<file path="src/rtl/xaxis_tilt_filter.sv">
// xaxis_tilt_filter: clamps new X-axis samples, keeps a sliding moving average and drives tilt LEDs.
module xaxis_tilt_filter #(
  parameter int AVG_LOG2 = 3,
  parameter int DEADBAND = 16
) (
  input  logic       iCLK,
  input  logic       iRST,
  input  logic [7:0] iDATA_L,
  input  logic [7:0] iDATA_H,
  output logic [9:0] oAVG,
  output logic       oAVG_VALID,
  output logic [7:0] oLED
);
  localparam int N = 1 << AVG_LOG2;
  localparam int SW = 10 + AVG_LOG2;
  localparam logic [AVG_LOG2:0] FULL = (AVG_LOG2 + 1)'(N);

  typedef enum logic [1:0] {IDLE, UPDATE, PUBLISH} state_t;

  state_t                   state_q, state_d;
  logic [15:0]              word, last_q, last_d;
  logic                     armed_q, armed_d;
  logic signed [9:0]        sample_q, sample_d, clamp;
  logic signed [9:0]        buf_q [N];
  logic [AVG_LOG2-1:0]      wr_q, wr_d;
  logic [AVG_LOG2:0]        fill_q, fill_d;
  logic signed [SW-1:0]     sum_q, sum_d;
  logic [9:0]               avg, avg_q, avg_d;
  logic [10:0]              avg_abs;
  logic [7:0]               led_map, led_q, led_d;
  logic                     valid_q, valid_d;

  assign word = {iDATA_H, iDATA_L};
  assign clamp = $signed(word) > 16'sd511  ? 10'h1FF :
                 $signed(word) < -16'sd512 ? 10'h200 : word[9:0];
  // Dropping the low AVG_LOG2 bits is the floor-toward-minus-infinity divide.
  assign avg = sum_q[SW-1:AVG_LOG2];
  assign avg_abs = avg[9] ? ~{1'b1, avg} + 11'd1 : {1'b0, avg};
  // (avg + 512) >> 7 is just the top three bits with the sign flipped.
  assign led_map = avg_abs < 11'(DEADBAND) ? 8'h18 : 8'd1 << {~avg[9], avg[8:7]};

  always_comb begin
    state_d  = state_q;
    last_d   = last_q;
    armed_d  = armed_q;
    sample_d = sample_q;
    wr_d     = wr_q;
    fill_d   = fill_q;
    sum_d    = sum_q;
    avg_d    = avg_q;
    led_d    = led_q;
    valid_d  = 1'b0;
    case (state_q)
      IDLE: if (!armed_q || word != last_q) begin
        last_d   = word;
        sample_d = clamp;
        armed_d  = 1'b1;
        state_d  = UPDATE;
      end
      UPDATE: begin
        sum_d   = sum_q - SW'(buf_q[wr_q]) + SW'(sample_q);
        wr_d    = wr_q + AVG_LOG2'(1);
        fill_d  = fill_q == FULL ? fill_q : fill_q + (AVG_LOG2 + 1)'(1);
        state_d = PUBLISH;
      end
      PUBLISH: begin
        if (fill_q == FULL) begin
          avg_d   = avg;
          led_d   = led_map;
          valid_d = 1'b1;
        end
        state_d = IDLE;
      end
      default: state_d = IDLE;
    endcase
  end

  always_ff @(posedge iCLK) begin
    if (iRST) begin
      state_q  <= IDLE;
      last_q   <= '0;
      armed_q  <= 1'b0;
      sample_q <= '0;
      wr_q     <= '0;
      fill_q   <= '0;
      sum_q    <= '0;
      avg_q    <= '0;
      led_q    <= 8'h18;
      valid_q  <= 1'b0;
    end else begin
      state_q  <= state_d;
      last_q   <= last_d;
      armed_q  <= armed_d;
      sample_q <= sample_d;
      wr_q     <= wr_d;
      fill_q   <= fill_d;
      sum_q    <= sum_d;
      avg_q    <= avg_d;
      led_q    <= led_d;
      valid_q  <= valid_d;
    end
  end

  always_ff @(posedge iCLK) begin
    if (iRST) begin
      for (int i = 0; i < N; i++) buf_q[i] <= '0;
    end else if (state_q == UPDATE) begin
      buf_q[wr_q] <= sample_q;
    end
  end

  assign oAVG       = avg_q;
  assign oAVG_VALID = valid_q;
  assign oLED       = led_q;
endmodule

</file>
<file path="config.mk">
export PLATFORM = sky130hd
export DESIGN_NAME = xaxis_tilt_filter
export DESIGN_NICKNAME = d
export VERILOG_FILES = /design/src/rtl/xaxis_tilt_filter.sv
export SDC_FILE = /design/constraint.sdc
export NUM_CORES = 1
export LEC_CHECK = 0
export ABC_AREA = 1
export CAP_MARGIN = 10
export CORE_ASPECT_RATIO = 1.2
export CORE_MARGIN = 3
export CORE_UTILIZATION = 51
export CTS_CLUSTER_SIZE = 16
export DETAILED_ROUTE_END_ITERATION = 8
export GPL_TIMING_DRIVEN = 0
export PLACE_DENSITY_LB_ADDON = 0.25
export SKIP_LAST_GASP = 1
export SYNTH_ARGS = -nofsm -noshare
export SYNTH_HDL_FRONTEND = slang
export SYNTH_SLANG_ARGS = --single-unit
export TNS_END_PERCENT = 50
</file>
<file path="constraint.sdc">
create_clock -name iCLK -period 3.8 [get_ports iCLK]
set_input_delay 0.38 -clock iCLK [delete_from_list [all_inputs] [get_ports iCLK]]
set_output_delay 0.38 -clock iCLK [all_outputs]
set_load 0.005 [all_outputs]
</file>
* Yosys cells after proc, flatten, opt, wreduce, memory -nomap -nowiden
Memories as Yosys holds them, arrays and structs flattened. A register that Yosys moved wholly into a read port is not among the register bits. Cells that the tools add are included.
Storage, ports and cells: register bits after elaboration 68, bits in latches 0, RAM bits 80, memory bits (read-only) 0, output and inout port bits 19, memories 1
Memory list:
- buf_q | depth 8, bits a word 10, rd ports 1, clocked after memory_dff 1, wr ports 8, RTL line 24 | logic signed [9:0] buf_q [N];
Cells by class: add/subtract/negate cells 5, multiply operators 0, div/mod/pow operators 0, order comparisons 3, equality and inequality tests 5, shifts and indexed selects 1, muxes and demuxes 17, bitwise gates (word level) 4, reduce and logical (&&, ||, !) cells 8
Operators by type and width (count):
- $mux 10 | 3
- $gt 16x10->1 const B | 1
- $lt 16x10->1 const B | 1
- $ne 16x16->1 | 1
- $add 13x10->13 | 1
- $sub 13x10->13 | 1
- $add 11x1->11 const B | 1
- $lt 11x5->1 const B | 1
- $mux 11 | 1
- $not 11->11 | 1
- $reduce_or 10->1 | 1
- $mux 3 | 3
- $mux 8 | 1
- $shl 1x3->8 const A | 1
- $mux 1 | 7
- $reduce_and 2->1 | 3
- $add 4x1->4 const B | 1
- $eq 4x4->1 const B | 1
- $pmux 2 s2 | 1
- $add 3x1->3 const B | 1
- $not 1->1 | 3
- $eq 2x1->1 const B | 1
- $eq 2x2->1 const B | 1
- $logic_not 2->1 | 1
- 5 further kinds | 5

* Depth between registers and ports, before layout
Gate-level depths: netlist (run 1).
word-level depth 6, depth in mapped cells 20

* Worst setup path after synthesis (run 1)
Ideal clock, no wire load.
kind register -> register, start point reg with a tool-made name, end point reg sum_q[8], arrival 2.677 ns, data required time 3.685 ns, setup slack 1.007 ns, cell stages (with the launch flop) 16, buffers on the path 1, cells stage by stage dfxtp_1 > clkbuf_1 > o21ai_0 > o22ai_1 > nor2_1 > a31oi_1 > fa_1 > fa_1 > inv_1 > nand3_1 > nand2_1 > nand3_1 > nand4_1 > nand2_1 > o21ai_0 > inv_1
RTL lines:
- to (signal assigned) | RTL line 97 | sum_q <= sum_d;
- to (decl) | RTL line 27 | logic signed [SW-1:0] sum_q, sum_d;

==> metrics.md, run 1 <==
| Metric | Value |
|---|---|
| FFs w/ async S/R, synth | 0% |
| RR Endpoint | sum_q[8]$_SDFFE_PP0P_ |
| Largest net degree at the start of global routing | 17 |
| Area of all placed cells without fillers | 8680 sq um |
| Post-Syn Area per Cell | 8.28 sq um |
| Sequential element share of the synthesized area | 50.7% |
| Antenna violations before repair | 0 |
| Maximum fanout along the worst path | 10 |
| Source-to-sink clock delay at the later pin of the worst-skew pair | 430 ps |
| Layout Area Growth over Synthesis | 15.1% |
| Min-Delay Startpoint | iRST |
| Library cell occupying the most area in the post-synthesis netlist | edfxtp_1 |
| Maximum achievable frequency | 284 MHz |
| Number of buffers added to fix hold violations after cts | 0 |
| Drt pass-1 iters | 5 |
| Post-Route M1 WL | 7460 um |
| Most used standard cells in the synthesized netlist | nor2_1, nand2_1, inv_1 |
| Final worst path period share | 92.8% |
| Power density normalized to cell area | 539 nW/um^2 |
| Register-to-register path setup slack | 270 ps |
| Core Footprint | 14400 sq um |
| Placement row count | 48 |
| Clock skew after layout | 7.08 ps |
| Count of warnings emitted by yosys | 0 |
| Max-Slew Margin vs Limit | 55.1% |
| Worst Hold Depth | 2 |
| Total wire length after detailed routing | 17800 um |
| Count of cell types in the netlist | 37 |
| Final hold violations | 0 |
| Worst-case hold path end point | state_q[0]$_SDFFE_PP0P_ |
| Number of vias per cell after detailed routing | 5.31 |
| Dpl hpwl | 13100 um |
| Worst hold path type | input pin to flip-flop |
| Global-route usage over all layers | 23.3% |
| # clock sinks | 151 |
| Data required time at the worst endpoint | 4120 ps |
| Category of the most critical setup path | flip-flop to flip-flop |
| Share of cells above drive strength 1 | 6.24% |
| Final Max Slew Viols | 0 |
| MaxCap Viol Count | 0 |
| RePlAce Congestion | 0.898 |
| Die Y | 139 um |
| Width of the die | 117 um |
| Peak VDD IR | 0.000340 V |
| Antenna diodes | 0 |
| Outcome | finished, final reports clean |
| Setup violation total in the final timing report | 0 |
| Routed WL per cell | 15.5 um |
| Number of design-rule violations left by the first detailed-router iteration | 375 |
| Number of flops mapped to enable cells by yosys | 80 |
| Dominant cell by count in the synthesized netlist | nor2_1 |
| Number of nets in the final layout | 1011 |
| Highest metal layer used by the detailed router | met4 |
| Area of the mapped netlist | 7540 sq um |
| Via count of the first global-routing pass | 5972 |
| Post-layout minimum cycle time | 3530 ps |
| Effective utilization at floorplan | 52.3% |
| Leading register cell type out of synthesis | edfxtp_1 |
| Clock tree from TritonCTS | done |
| Number of top-level design ports | 37 |
| Number of clock buffers inserted by TritonCTS | 17 |
| Detail Route met3 WL | 999 um |
| Routed wl met2 | 8670 um |
| Depth of the CTS H-tree | 4 |
| Max Root-Sink Buffers | 2 |
| Number of nets with antenna violations after detailed routing | 0 |
| Static Leak | 3.60 nW |
| Category of the worst setup path capture point | flip-flop |
| Number of resized instances in the post-cts repair step | 0 |
| RSZ-0062 raised after global routing | no |
| Die Footprint | 16300 sq um |
| Number of input and output port buffers inserted | 35 |
| Crit path arrival time | 3840 ps |
| Buffer type at the clock tree root | clkbuf_16 |
| Cells after synthesis | 910 |
| Instance area after placement | 8110 sq um |
| PnR worst setup slack | 273 ps |
| Net count after synthesis | 957 |
| Top area cells in the synthesized netlist | edfxtp_1, dfxtp_1, nor2_1 |
| Clock transition at the register clock pins on the worst setup and hold paths after CTS | 60 ps |
| Worst Setup Slack post-DPL | 329 ps |
| Sum of overflow across all layers after global routing | 0 |
| Global-route wire length before repair | 29300 um |
| Summed negative setup slack over all endpoints | 0 ps |
| Number of remaining DRC errors | 0 |
| Total setup buffers inserted after CTS | 0 |
| Total power | 4.68 mW |
| Share of Yosys cell area claimed by the top area cell type | 31.9% |
| Filler instances | 1282 |
| Count of cells along the worst register-to-register path | 15 |
| Count of state elements after synthesis | 151 |
| Critical Path Source Type | flip-flop |
| Slew @ Worst Pin | 670 ps |
| DR vias | 6115 |
## worst max path at each step
stage / start / to / slack, ps / cells past startpoint
after floorplan: flip-flop / sum_q[8]$_SDFFE_PP0P_ / 1010 / 15
after global placement: flip-flop / sum_q[10]$_SDFFE_PP0P_ / 370 / 17
after detailed placement: flip-flop / sum_q[8]$_SDFFE_PP0P_ / 330 / 15
after CTS: flip-flop / sum_q[8]$_SDFFE_PP0P_ / 320 / 15
after global routing: flip-flop / sum_q[9]$_SDFFE_PP0P_ / 40 / 17
final: flip-flop / sum_q[8]$_SDFFE_PP0P_ / 270 / 15
## routing by layer
metal	vias to the layer above	GRT usage, %
met5	-	0
met4	0	11.0
met3	43	5.28
met2	170	37.6
met1	2820	29.4
li1	3082	-
## critical path, cell delays in order, from the launching register on
cell and delay [ps]:
dfxtp_1 400, clkbuf_1 380, o21ai_0 210, o22ai_1 290, nor2_1 110, a31oi_1 240, fa_1 520, fa_1 480
inv_1 100, nand3_1 70, nand2_1 170, nand3_1 120, nand4_1 90, nand2_1 50, o21ai_0 170, inv_1 50
## through the flow
step                      hold WS, ps  util [%]  instances
after floorplan                   435         -        910
after global placement            448      56.3       1120
after global routing              313      60.2       1152
after CTS                         301      60.2       1152
after detailed placement          454      56.3       1120
final                             315      60.2       1152
## power breakdown
group | internal, mW | switching (mW) | leakage [nW]
logic | 0.412 | 0.790 | 1.94
registers | 1.81 | 0.0511 | 1.41
clock network | 0.962 | 0.649 | 0.258
## state kept, by name (all words and copies together) (netlist names), named ones only
register / count
armed_q: 1
sum_q: 13
state_q: 2
last_q: 16
oAVG_VALID: 1
oLED: 8
oAVG: 10
wr_q: 3
fill_q: 4
sample_q: 10
buf_q: 80
## kinds of logic (layout without fill, tap and decap cells)
kind of cell | count (synthesis) | after routing | synth area share, %
adders and majority gates | 29 | 29 | 6.01
xor gates and xnor gates | 10 | 10 | 1.16
AOI/OAI and AO/OA | 166 | 166 | 12.3
and+or+nand+nor | 405 | 405 | 22.0
buffers and inverters | 149 | 216 | 7.78
DFF | 151 | 151 | 50.7
## placed cells by master (no fill, tap or decap), types with 7 or more instances in the layout
cell and n:
xor2_1 7, dfxtp_1 71, o21ai_0 69, clkinv_1 10, nand2_1 145, a31oi_1 10, fa_1 12, o22ai_1 11
nand4_1 7, nand3_1 46, inv_1 95, a21oi_2 10, clkbuf_1 32, clkdlybuf4s50_1 35, edfxtp_1 80, buf_2 7
nor2_1 194, clkbuf_16 17, a21oi_1 51, ha_1 17
## area by class of cell
| type | instances | area (sq um) | area share [%] |
|---|---|---|---|
| plain buffers | 41 | 181 | 2.09 |
| clock inverters | 12 | 129 | 1.49 |
| inverters | 108 | 405 | 4.67 |
| flip-flops and latches | 151 | 3820 | 44.1 |
| well taps | 175 | 219 | 2.52 |
| multi-input cells | 610 | 3130 | 36.1 |
| repair buffers | 35 | 350 | 4.04 |
| clock buffers | 20 | 437 | 5.03 |
No activity file was read; power rests on OpenSTA's default activity.
==> run 2, diff against run 1 <==
--- a/config.mk
+++ b/config.mk
@@ -8,7 +8,7 @@
 export ABC_AREA = 1
 export CAP_MARGIN = 10
 export CORE_ASPECT_RATIO = 1.2
-export CORE_MARGIN = 3
+export CORE_MARGIN = 1
 export CORE_UTILIZATION = 51
 export CTS_CLUSTER_SIZE = 16
 export DETAILED_ROUTE_END_ITERATION = 8
==> run 2 against run 1 <==
Net effect:
- non-clock buffer count did not move
- utilization down 0.061 points
- die area fell by 6.2%
- fmax increased by 0.37%
- first-iteration DRC count up 1.9%
- power rose by 0.31%
- sequential share of layout area about the same
- via count increased by 0.59%
- cell count unchanged
- combinational power barely moved
- wire length rose by 0.84%
- largest cell class unchanged
- largest power group unchanged
- highest routed layer unchanged
==> metrics.md, run 2 (synthesized netlist as in run 1, its figures left out) <==
| Metric | Value |
|---|---|
| Power density normalized to cell area | 541 nW/um^2 (+0.41%) |
| Slowest stage cell, crit path | fa_1 |
| DR vias | 6151 (+0.59%) |
| Clock tree from TritonCTS | done |
| # clock sinks | 151 (unchanged) |
| Final Max Slew Viols | 0 (unchanged) |
| RePlAce Congestion | 1.02 (+13%) |
| Number of design-rule violations left by the first detailed-router iteration | 382 (+1.9%) |
| Number of remaining DRC errors | 0 (unchanged) |
| Crit path arrival time | 3820 ps (-20 ps) |
| Maximum fanout along the worst path | 10 (unchanged) |
| Net switching component of the power | 1.49 mW (-0.10%) |
| Summed negative setup slack over all endpoints | 0 ps (unchanged) |
| MaxCap Viol Count | 0 (unchanged) |
| Setup violation total in the final timing report | 0 (unchanged) |
| Effective utilization at floorplan | 52.3% (unchanged) |
| Layout Area Growth over Synthesis | 15.0% |
| Share of cells above drive strength 1 | 5.83% (-0.41 points) |
| Depth of the CTS H-tree | 4 (unchanged) |
| Clock skew after layout | 9.24 ps (+2.16 ps) |
| Commonest non-fill, non-tap cell in the layout | nor2_1 |
| Data required time at the worst endpoint | 4110 ps (about the same) |
| Number of buffers added to fix hold violations after cts | 0 (unchanged) |
| Critical Path Source Type | flip-flop |
| Cell internal pwr | 3.20 mW (+0.50%) |
| Total power | 4.69 mW (+0.31%) |
| Routed WL per cell | 15.6 um (+0.84%) |
| Antenna diodes | 0 (unchanged) |
| Worst Hold Depth | 2 (unchanged) |
| Slew @ Worst Pin | 694 ps (+23.7 ps) |
| Count of cells along the worst register-to-register path | 15 (unchanged) |
| Number of top-level design ports | 37 (unchanged) |
| Dpl hpwl | 13000 um (-0.95%) |
| Category of the most critical setup path | flip-flop to flip-flop |
| Leading cell types in the layout, fill and taps excluded | nor2_1, nand2_1, inv_1 |
| Outcome | finished, final reports clean |
| Sum of buffers and inverters on the critical path | 4 (+1) |
| Most prevalent standard cell on the critical path | nor2_1 |
| Sum of overflow across all layers after global routing | 0 (unchanged) |
| Max reg flops | 80 (unchanged) |
| Final worst path period share | 92.5% (-0.34 points) |
| RSZ-0062 raised after global routing | no |
| Final Core Density | 60.1% (-0.061 points) |
| Maximum cell stage delay along the critical path | 480 ps (-40 ps) |
| Global-route usage over all layers | 24.9% (+1.6 points) |
| Worst hold path type | input pin to flip-flop |
| Biggest register | buf_q |
| Global-route wire length before repair | 28800 um (-1.7%) |
| Max-Slew Margin vs Limit | 53.5% (-1.6 points) |
| Max Root-Sink Buffers | 2 (unchanged) |
| Number of vias per cell after detailed routing | 5.34 (+0.59%) |
| Number of input and output port buffers inserted | 35 (unchanged) |
| Top Registers | buf_q: 80 flops, last_q: 16 flops, sum_q: 13 flops |
| Buffer type at the clock tree root | clkbuf_16 |
| Global-route track usage on met2 | 44.1% (+6.5 points) |
| Post-layout minimum cycle time | 3510 ps (-13.1 ps) |
| Number of clock buffers inserted by TritonCTS | 17 (unchanged) |
| Clk network pwr share | 34.5% (about the same) |
| Source-to-sink clock delay at the later pin of the worst-skew pair | 420 ps (about the same) |
| Die Y | 135 um (-2.9%) |
| Drt pass-1 iters | 5 (unchanged) |
| Static Leak | 3.61 nW (+0.24%) |
| Crit path depth | 15 (unchanged) |
| Clock transition at the register clock pins on the worst setup and hold paths after CTS | 60 ps (about the same) |
| Critical path cell sequence | buf_2 > buf_2 > nor2_1 > o22ai_1 > nor2_1 > a31oi_1 > fa_1 > inv_1 > ha_1 > a21oi_1 > o21ai_0 > a21oi_1 > nor2_1 > o21ai_0 > inv_1 |
| Core Footprint | 14400 sq um (unchanged) |
| Kind of cell adding the most delay to the critical path | compound AO/OA/AOI/OAI gates |
| Via count of the first global-routing pass | 5851 (-2.0%) |
| GR Layer Usage met3 | 4.92% (-0.36 points) |
| Switching part of the total power | 31.7% (-0.13 points) |
| Antenna violations before repair | 0 (unchanged) |
| Final hold violations | 0 (unchanged) |
| Number of nets with antenna violations after detailed routing | 0 (unchanged) |
| Number of nets in the final layout | 1011 (unchanged) |
| Die Footprint | 15300 sq um (-6.2%) |
| Total wire length after detailed routing | 18000 um (+0.84%) |
| Maximum achievable frequency | 285 MHz (+0.37%) |
| Largest net degree at the start of global routing | 17 (unchanged) |
| Width of the die | 113 um (-3.4%) |
| Met1 track demand over resource | 29.0% (-0.37 points) |
| Total setup buffers inserted after CTS | 0 (unchanged) |
| Worst-case hold slack | 311 ps (-3.37 ps) |
| Peak VDD IR | 0.000319 V (-6.4%) |
| Number of resized instances in the post-cts repair step | 0 (unchanged) |
| Placement row count | 48 (unchanged) |
| Logic pwr share | 25.8% (about the same) |
| Category of the worst setup path capture point | flip-flop |
| Most Used Layer, Global Route | met2 |
| Sequential fraction of design power | 39.7% (about the same) |
run 2: stage by stage:
step | instances | area, sq um | setup WS [ps]
after CTS | 1152 | 8670 | 352
after floorplan | 910 | 7540 | 1010
after detailed placement | 1120 | 8110 | 394
after global routing | 1152 | 8670 | 64.1
after global placement | 1120 | 8110 | 377
final | 1152 | 8670 | 286
run 2: area by class of cell:
type	instances	area, sq um
timing repair buffer	35	350
sequential	151	3820
clock buffer	23	458
multi-input combinational	610	3130
fill	1274	5750
buffer	41	181
inverter	108	405
clock inverter	9	103
tap	175	219
run 2: worst paths after layout:
path	from	slack, ps	endpoint
worst min-delay path	iRST	310	state_q[0]$_SDFFE_PP0P_
worst max register to register	flip-flop	290	sum_q[7]$_SDFFE_PP0P_
worst max-delay path	flip-flop	290	sum_q[7]$_SDFFE_PP0P_
worst min register to register	last_q[0]$_SDFFE_PP0P_	460	last_q[0]$_SDFFE_PP0P_
run 2: power groups by stage:
stage | Clock, mW | Combinational [mW] | Sequential (mW)
floorplan | 0 | 0.900 | 1.88
global placement | 0 | 1.17 | 1.89
detailed placement | 0 | 1.19 | 1.90
CTS | 1.63 | 1.20 | 1.86
global route | 1.70 | 1.37 | 1.87
finish | 1.62 | 1.21 | 1.86
run 2: routing by layer:
metal	wire length [um]	part of all wire, %	up-vias
li1	-	-	3077
met1	7450	41	2873
met2	9040	50	170
met3	928	5.2	31
met4	568	3.2	0
met5	0	0	-
